$ cat src/rtl/lut_arbiter_pkg.sv
// Shared definitions for the LUT arbiter: handle encoding, FSM state
// encoding and the round-robin pointer advance.
package lut_arbiter_pkg;

  localparam int LUT_HANDLE_WIDTH = 4;

  localparam logic [LUT_HANDLE_WIDTH-1:0] LUT_HANDLE_SIN  = 4'd0;
  localparam logic [LUT_HANDLE_WIDTH-1:0] LUT_HANDLE_TANH = 4'd1;

  typedef enum logic [2:0] {
    LUT_ARB_STATE_IDLE      = 3'd0,
    LUT_ARB_STATE_WAIT_BUSY = 3'd1,
    LUT_ARB_STATE_WAIT_DONE = 3'd2,
    LUT_ARB_STATE_RESPOND   = 3'd3,
    LUT_ARB_STATE_FAULT     = 3'd4
  } lut_arb_state_e;

  // Index after idx, wrapping at n; used to advance the round-robin pointer.
  function automatic int rr_next(input int idx, input int n);
    return (idx >= n - 1) ? 0 : idx + 1;
  endfunction

endpackage

$ cat src/rtl/lut_arbiter_rr_pick.sv
// Combinational round-robin picker: returns the first set bit of req,
// scanning upward from ptr and wrapping. Reusable by any shared-resource
// arbiter that keeps its own pointer.
module lut_arbiter_rr_pick #(
  parameter int n = 4,
  localparam int iw = (n > 1) ? $clog2(n) : 1
) (
  input  logic [n-1:0]  req,
  input  logic [iw-1:0] ptr,
  output logic          valid,
  output logic [iw-1:0] idx
);

  logic [iw-1:0] cand;

  // Scan from the farthest candidate back to ptr so the nearest requester wins.
  always_comb begin
    valid = 1'b0;
    idx   = '0;
    cand  = '0;
    for (int k = n - 1; k >= 0; k--) begin
      cand = iw'((int'(ptr) + k) % n);
      if (req[cand]) begin
        valid = 1'b1;
        idx   = cand;
      end
    end
  end

endmodule

$ cat src/rtl/lut_arbiter.sv
// Round-robin front end letting n_clients cores share one lut_master.
// Issues a one-cycle lut_req, waits for the result, returns it to the
// granted client, and falls into a sticky fault on a rejected or hung
// LUT request, after which every request is answered with an error.
module lut_arbiter
  import lut_arbiter_pkg::*;
#(
  parameter int n_clients      = 4,
  parameter int data_width     = 16,
  parameter int handle_width   = LUT_HANDLE_WIDTH,
  parameter int timeout_cycles = 64
) (
  input  logic                              clk,
  input  logic                              reset,
  input  logic [n_clients-1:0]              client_req,
  input  logic [n_clients*handle_width-1:0] client_handle,
  input  logic [n_clients*data_width-1:0]   client_arg,
  output logic [n_clients-1:0]              client_done,
  output logic [n_clients-1:0]              client_error,
  output logic [data_width-1:0]             client_data,
  output logic                              lut_req,
  output logic [handle_width-1:0]           lut_handle,
  output logic [data_width-1:0]             lut_arg,
  input  logic [data_width-1:0]             lut_data,
  input  logic                              lut_ready,
  input  logic                              lut_invalid
);

  localparam int IW = (n_clients > 1) ? $clog2(n_clients) : 1;
  localparam int CW = (timeout_cycles > 1) ? $clog2(timeout_cycles) : 1;

  lut_arb_state_e            state_q, state_d;
  logic [IW-1:0]             idx_q, idx_d;
  logic [IW-1:0]             rr_ptr_q, rr_ptr_d;
  logic [CW-1:0]             cnt_q, cnt_d;
  logic                      lut_req_q, lut_req_d;
  logic [handle_width-1:0]   lut_handle_q, lut_handle_d;
  logic [data_width-1:0]     lut_arg_q, lut_arg_d;
  logic [n_clients-1:0]      client_done_q, client_done_d;
  logic [n_clients-1:0]      client_error_q, client_error_d;
  logic [data_width-1:0]     client_data_q, client_data_d;

  logic                      pick_valid;
  logic [IW-1:0]             pick_idx;
  logic [IW-1:0]             pick_next;

  lut_arbiter_rr_pick #(.n(n_clients)) u_rr_pick (
    .req   (client_req),
    .ptr   (rr_ptr_q),
    .valid (pick_valid),
    .idx   (pick_idx)
  );

  assign pick_next = IW'(rr_next(int'(pick_idx), n_clients));

  // Next-state and registered-output logic for the arbitration FSM.
  always_comb begin
    // NOTE: every _d gets a default before the case so no path infers a latch.
    state_d        = state_q;
    idx_d          = idx_q;
    rr_ptr_d       = rr_ptr_q;
    cnt_d          = cnt_q;
    lut_req_d      = 1'b0;
    lut_handle_d   = lut_handle_q;
    lut_arg_d      = lut_arg_q;
    client_done_d  = '0;
    client_error_d = '0;
    client_data_d  = client_data_q;

    unique case (state_q)
      LUT_ARB_STATE_IDLE: begin
        if (lut_ready && pick_valid) begin
          idx_d        = pick_idx;
          lut_handle_d = client_handle[int'(pick_idx)*handle_width +: handle_width];
          lut_arg_d    = client_arg[int'(pick_idx)*data_width +: data_width];
          lut_req_d    = 1'b1;
          rr_ptr_d     = pick_next;
          state_d      = LUT_ARB_STATE_WAIT_BUSY;
        end
      end

      LUT_ARB_STATE_WAIT_BUSY: begin
        // lut_master samples lut_req this cycle; the default drops it.
        cnt_d   = '0;
        state_d = LUT_ARB_STATE_WAIT_DONE;
      end

      LUT_ARB_STATE_WAIT_DONE: begin
        // A result wins over a simultaneous invalid flag.
        if (lut_ready) begin
          client_data_d        = lut_data;
          client_done_d[idx_q] = 1'b1;
          state_d              = LUT_ARB_STATE_RESPOND;
        end else if (lut_invalid || cnt_q == CW'(timeout_cycles - 1)) begin
          client_data_d         = '0;
          client_done_d[idx_q]  = 1'b1;
          client_error_d[idx_q] = 1'b1;
          state_d               = LUT_ARB_STATE_FAULT;
        end else begin
          cnt_d = cnt_q + CW'(1);
        end
      end

      LUT_ARB_STATE_RESPOND: begin
        // Gives the served client a cycle to drop its request before rearbitration.
        state_d = LUT_ARB_STATE_IDLE;
      end

      LUT_ARB_STATE_FAULT: begin
        // Answer requesters with an error; skip the cycle where a pulse is showing.
        if (!(|client_done_q) && pick_valid) begin
          idx_d                    = pick_idx;
          rr_ptr_d                 = pick_next;
          client_data_d            = '0;
          client_done_d[pick_idx]  = 1'b1;
          client_error_d[pick_idx] = 1'b1;
        end
      end

      default: state_d = LUT_ARB_STATE_IDLE;
    endcase
  end

  // State and output registers; reset abandons any transaction in flight.
  always_ff @(posedge clk or negedge reset) begin
    if (!reset) begin
      state_q        <= LUT_ARB_STATE_IDLE;
      idx_q          <= '0;
      rr_ptr_q       <= '0;
      cnt_q          <= '0;
      lut_req_q      <= 1'b0;
      lut_handle_q   <= '0;
      lut_arg_q      <= '0;
      client_done_q  <= '0;
      client_error_q <= '0;
      client_data_q  <= '0;
    end else begin
      // NOTE: non-blocking here so every flop updates from pre-edge values.
      state_q        <= state_d;
      idx_q          <= idx_d;
      rr_ptr_q       <= rr_ptr_d;
      cnt_q          <= cnt_d;
      lut_req_q      <= lut_req_d;
      lut_handle_q   <= lut_handle_d;
      lut_arg_q      <= lut_arg_d;
      client_done_q  <= client_done_d;
      client_error_q <= client_error_d;
      client_data_q  <= client_data_d;
    end
  end

  assign lut_req      = lut_req_q;
  assign lut_handle   = lut_handle_q;
  assign lut_arg      = lut_arg_q;
  assign client_done  = client_done_q;
  assign client_error = client_error_q;
  assign client_data  = client_data_q;

endmodule
$ cat config.mk
export PLATFORM = sky130hd
export DESIGN_NAME = lut_arbiter
export DESIGN_NICKNAME = d
export VERILOG_FILES = /design/src/rtl/lut_arbiter_pkg.sv /design/src/rtl/lut_arbiter_rr_pick.sv /design/src/rtl/lut_arbiter.sv
export SDC_FILE = /design/constraint.sdc
export NUM_CORES = 1
export LEC_CHECK = 0
export CORE_AREA = 2 2 91 93
export DETAILED_ROUTE_END_ITERATION = 8
export DIE_AREA = 0 0 93 95
export PLACE_DENSITY_LB_ADDON = 0.2
export SKIP_LAST_GASP = 1
export SLEW_MARGIN = 15
export SYNTH_ARGS = -nofsm -noshare
export SYNTH_HDL_FRONTEND = slang
export SYNTH_SLANG_ARGS = --single-unit
$ cat constraint.sdc
create_clock -name clk -period 2.1 [get_ports clk]
set_input_delay 0.42 -clock clk [delete_from_list [all_inputs] [get_ports clk]]
set_output_delay 0.42 -clock clk [all_outputs]
set_load 0.1 [all_outputs]
==> flow_metrics.py <==
metrics = {
    "floorplan": {
        "start_util_pct": 40.50,
        "core_area_um2": 7928,
        "ios": 149,
        "die_w_um": 93,
        "die_area_um2": 8835,
        "rows": 33,
        "fp.dieH_um": 95,
    },
    "clock_network": {
        "cts-htree-levels": 3,
        "cts_tree": "built",
        "cts-buffers-inserted": 9,
        "cts_sinks": 58,
        "cts_buffer_depth": 2,
        "clock-root-buffer": "clkbuf_8",
        "path_clk_slew_ns": 0.07,
        "clk-insertion-delay-late_ns": 0.34,
    },
    "routing": {
        "vias": 3376,
        "first_pass_iters": 4,
        "vias_per_cell": 5.562,
        "routed_wl_um": 10160,
        "route.detailed.drc": 0,
        "met3RoutedLength_um": 715,
        "route.antenna.remaining_nets": 0,
        "met2WireLength_um": 5269,
        "drtIter0Drc": 121,
        "routed.top_layer": "met4",
        "wl_met1_um": 4078,
        "drt-wirelength-per-cell_um": 16.74,
    },
    "critical_path": {
        "crit_chain": "clkdlybuf4s50_1 > buf_4 > a21boi_0 > o221ai_4 > buf_12 > mux2i_1 > o2111ai_1",
        "worstSetupStartpointType": "input port",
        "worstPathArrival_ns": 2.16,
        "cpPeakStageDelay_ns": 0.50,
        "crit_required_ns": 2.29,
        "critPathSlowestCell": "clkdlybuf4s50_1",
        "cp-end-kind": "flop",
        "crit_fanout": 18,
        "critPathTopFamily": "buffers and inverters",
        "critPathBufInv": 3,
        "worstSetupPathType": "input port to flop",
    },
    "power_and_ir_drop": {
        "ir_worst_vdd_uv": 827.8,
        "power_mw": 8.227,
        "powerDensity_nw_per_um2": 1601,
        "p_leak_nw": 2.260,
    },
    "synth": {
        "postSynthAreaPerCell_um2": 9.499,
        "synth_area_leaders": "dfrtp_1 (45%), mux2i_1 (6.9%), nand4_1 (6.4%)",
        "synth_top_area_share_pct": 45.21,
        "syn_nets": 443,
        "synth-edff-count": 0,
        "synth_commonest_cells": "dfrtp_1 (58), nand2_1 (45), nand4_1 (33)",
        "yosys_warnings": 0,
        "synth_seq_area_share_pct": 45.21,
        "yosys.area.top_type": "dfrtp_1",
        "synthArstFlopShare_pct": 100.0,
        "synth_most_common_cell": "dfrtp_1",
        "syn_inst": 338,
        "synthFlopType": "dfrtp_1",
        "syn_area_um2": 3211,
        "synth.distinct_cells": 49,
        "synth-seq-cells": 58,
    },
    "grt": {
        "grt_pass1_vias": 3448,
        "track_usage_pct": 23.67,
        "grt_first_pass_wirelength_um": 16380,
        "grt_max_degree": 59,
        "grt_antenna_before_repair": 0,
        "grt_overflow_total": 0,
    },
    "cells_and_area": {
        "seq_area_um2": 1451,
        "multi_input_area_um2": 1615,
        "n_antenna_cell": 0,
        "layout-drive-gt1-share_pct": 21.51,
        "nFillCells": 679,
        "final_net_count": 602,
        "final_area_um2": 5140,
        "area_growth_pct": 60.09,
        "fin_util_pct": 64.84,
    },
    "place": {
        "io_buffers": 148,
        "place_area_um2": 4908,
        "gp_congestion": 0.7963,
        "hpwl_um": 7247,
    },
    "sta": {
        "grt_setup_unrepaired": "false",
        "drv_slew": 0,
        "setup_violations": 0,
        "holdWs_ns": 0.07775,
        "setup-tns-final_ns": 0,
        "finalHoldViolations": 0,
        "fin_skew_ns": 0.009708,
        "fin_crit_ns": 1.968,
        "slew_headroom_pct": 59.86,
        "post-route-period-util_pct": 93.73,
        "worstMarginPinSlew_ns": 0.6006,
        "fmax_ghz": 0.5081,
    },
    "flow_run": {
        "max_cap_violations": 0,
    },
    "status": {
        "status": "finished, final reports clean",
    },
    "hold_path": {
        "hold_class": "input port to asynchronous set/reset pin",
    },
}
==> worst paths after layout <==
check / start / to / slack (ns) / cells past startpoint
worst max-delay path: client_req[1] / lut_handle[1]$_DFFE_PN0P_ / 0.13 / 7
worst min-delay path: reset / client_data[2]$_DFFE_PN0P_ / 0.08 / 2
worst max register to register: state_q[1]$_DFFE_PN0P_ / cnt_q[4]$_DFFE_PN0P_ / 0.22 / 4
worst min register to register: lut_arg[6]$_DFFE_PN0P_ / lut_arg[6]$_DFFE_PN0P_ / 0.51 / 2
max in group asynchronous: reset / lut_handle[1]$_DFFE_PN0P_ / 1.76 / 2
min in group clk: lut_arg[6]$_DFFE_PN0P_ / lut_arg[6]$_DFFE_PN0P_ / 0.51 / 2
==> metal layers <==
layer / vias up / GRT usage [%]
li1: 1613 / -
met4: 0 / 7.230
met5: - / 0
met3: 7 / 6.943
met1: 1617 / 27.00
met2: 139 / 42.81
==> cell usage in the layout (no fill, tap or decap), drive strengths merged, types with 2 or more instances in the layout <==
cell type        n
a32oi            4
clkinvlp         2
o22ai            5
o221ai           5
nor2b            5
mux2             4
o32ai            4
or3              2
and3             5
clkdlybuf4s50  101
o211ai          16
a21oi            4
nor4b            2
nand2           45
buf             77
and2             3
dfrtp           58
clkbuf           9
mux2i           22
o21a             2
clkinv           2
o2111ai         16
nand3            4
o21ai           26
bufinv           2
inv              9
nor2            10
a21boi           2
nand2b           4
nand4           33
o21ba            2
==> registers in the layout, indices dropped and copies added (netlist names) <==
name          flops
lut_req           1
rr_ptr_q          2
cnt_q             6
lut_handle        4
client_done       4
lut_arg          16
state_q           3
client_data      16
client_error      4
idx_q             2
==> cell type report <==
type	instances	share of cell area (%)
flip-flops and latches	58	28.24
clock buffers	9	2.410
repair buffers	179	32.81
clock inverters	7	1.972
inverters	8	0.5842
multi-input cells	241	31.43
well taps	105	2.556
==> cell families (layout without fill, tap and decap cells) <==
logic type,count (synthesis),in the layout,share of synthesized area [%]
simple gates,120,120,19.56
flops,58,58,45.21
fa+ha+maj,1,1,0.3896
compound gates,94,94,21.39
mux,26,26,8.262
buf+inv,39,203,5.183
==> metrics by stage <==
step / setup slack [ns] / cells
after global placement: -0.2168 / 591
after detailed placement: -0.3020 / 591
after CTS: 0.03475 / 607
after global routing: 0.01638 / 607
after floorplan: 0.09956 / 338
final: 0.1317 / 607
==> repair_timing <==
action / CTS / global route
gates resized for setup: 0 / 2
buffers inserted: 0 / 0
hold buffers: 0 / 0
setup endpoints to repair: 0 / 21
==> where the power goes <==
part           internal, mW  switching [mW]
clock                 0.677           0.500
sequential             1.54           0.303
combinational          1.40            3.80
(Power assumes the default switching activity.)
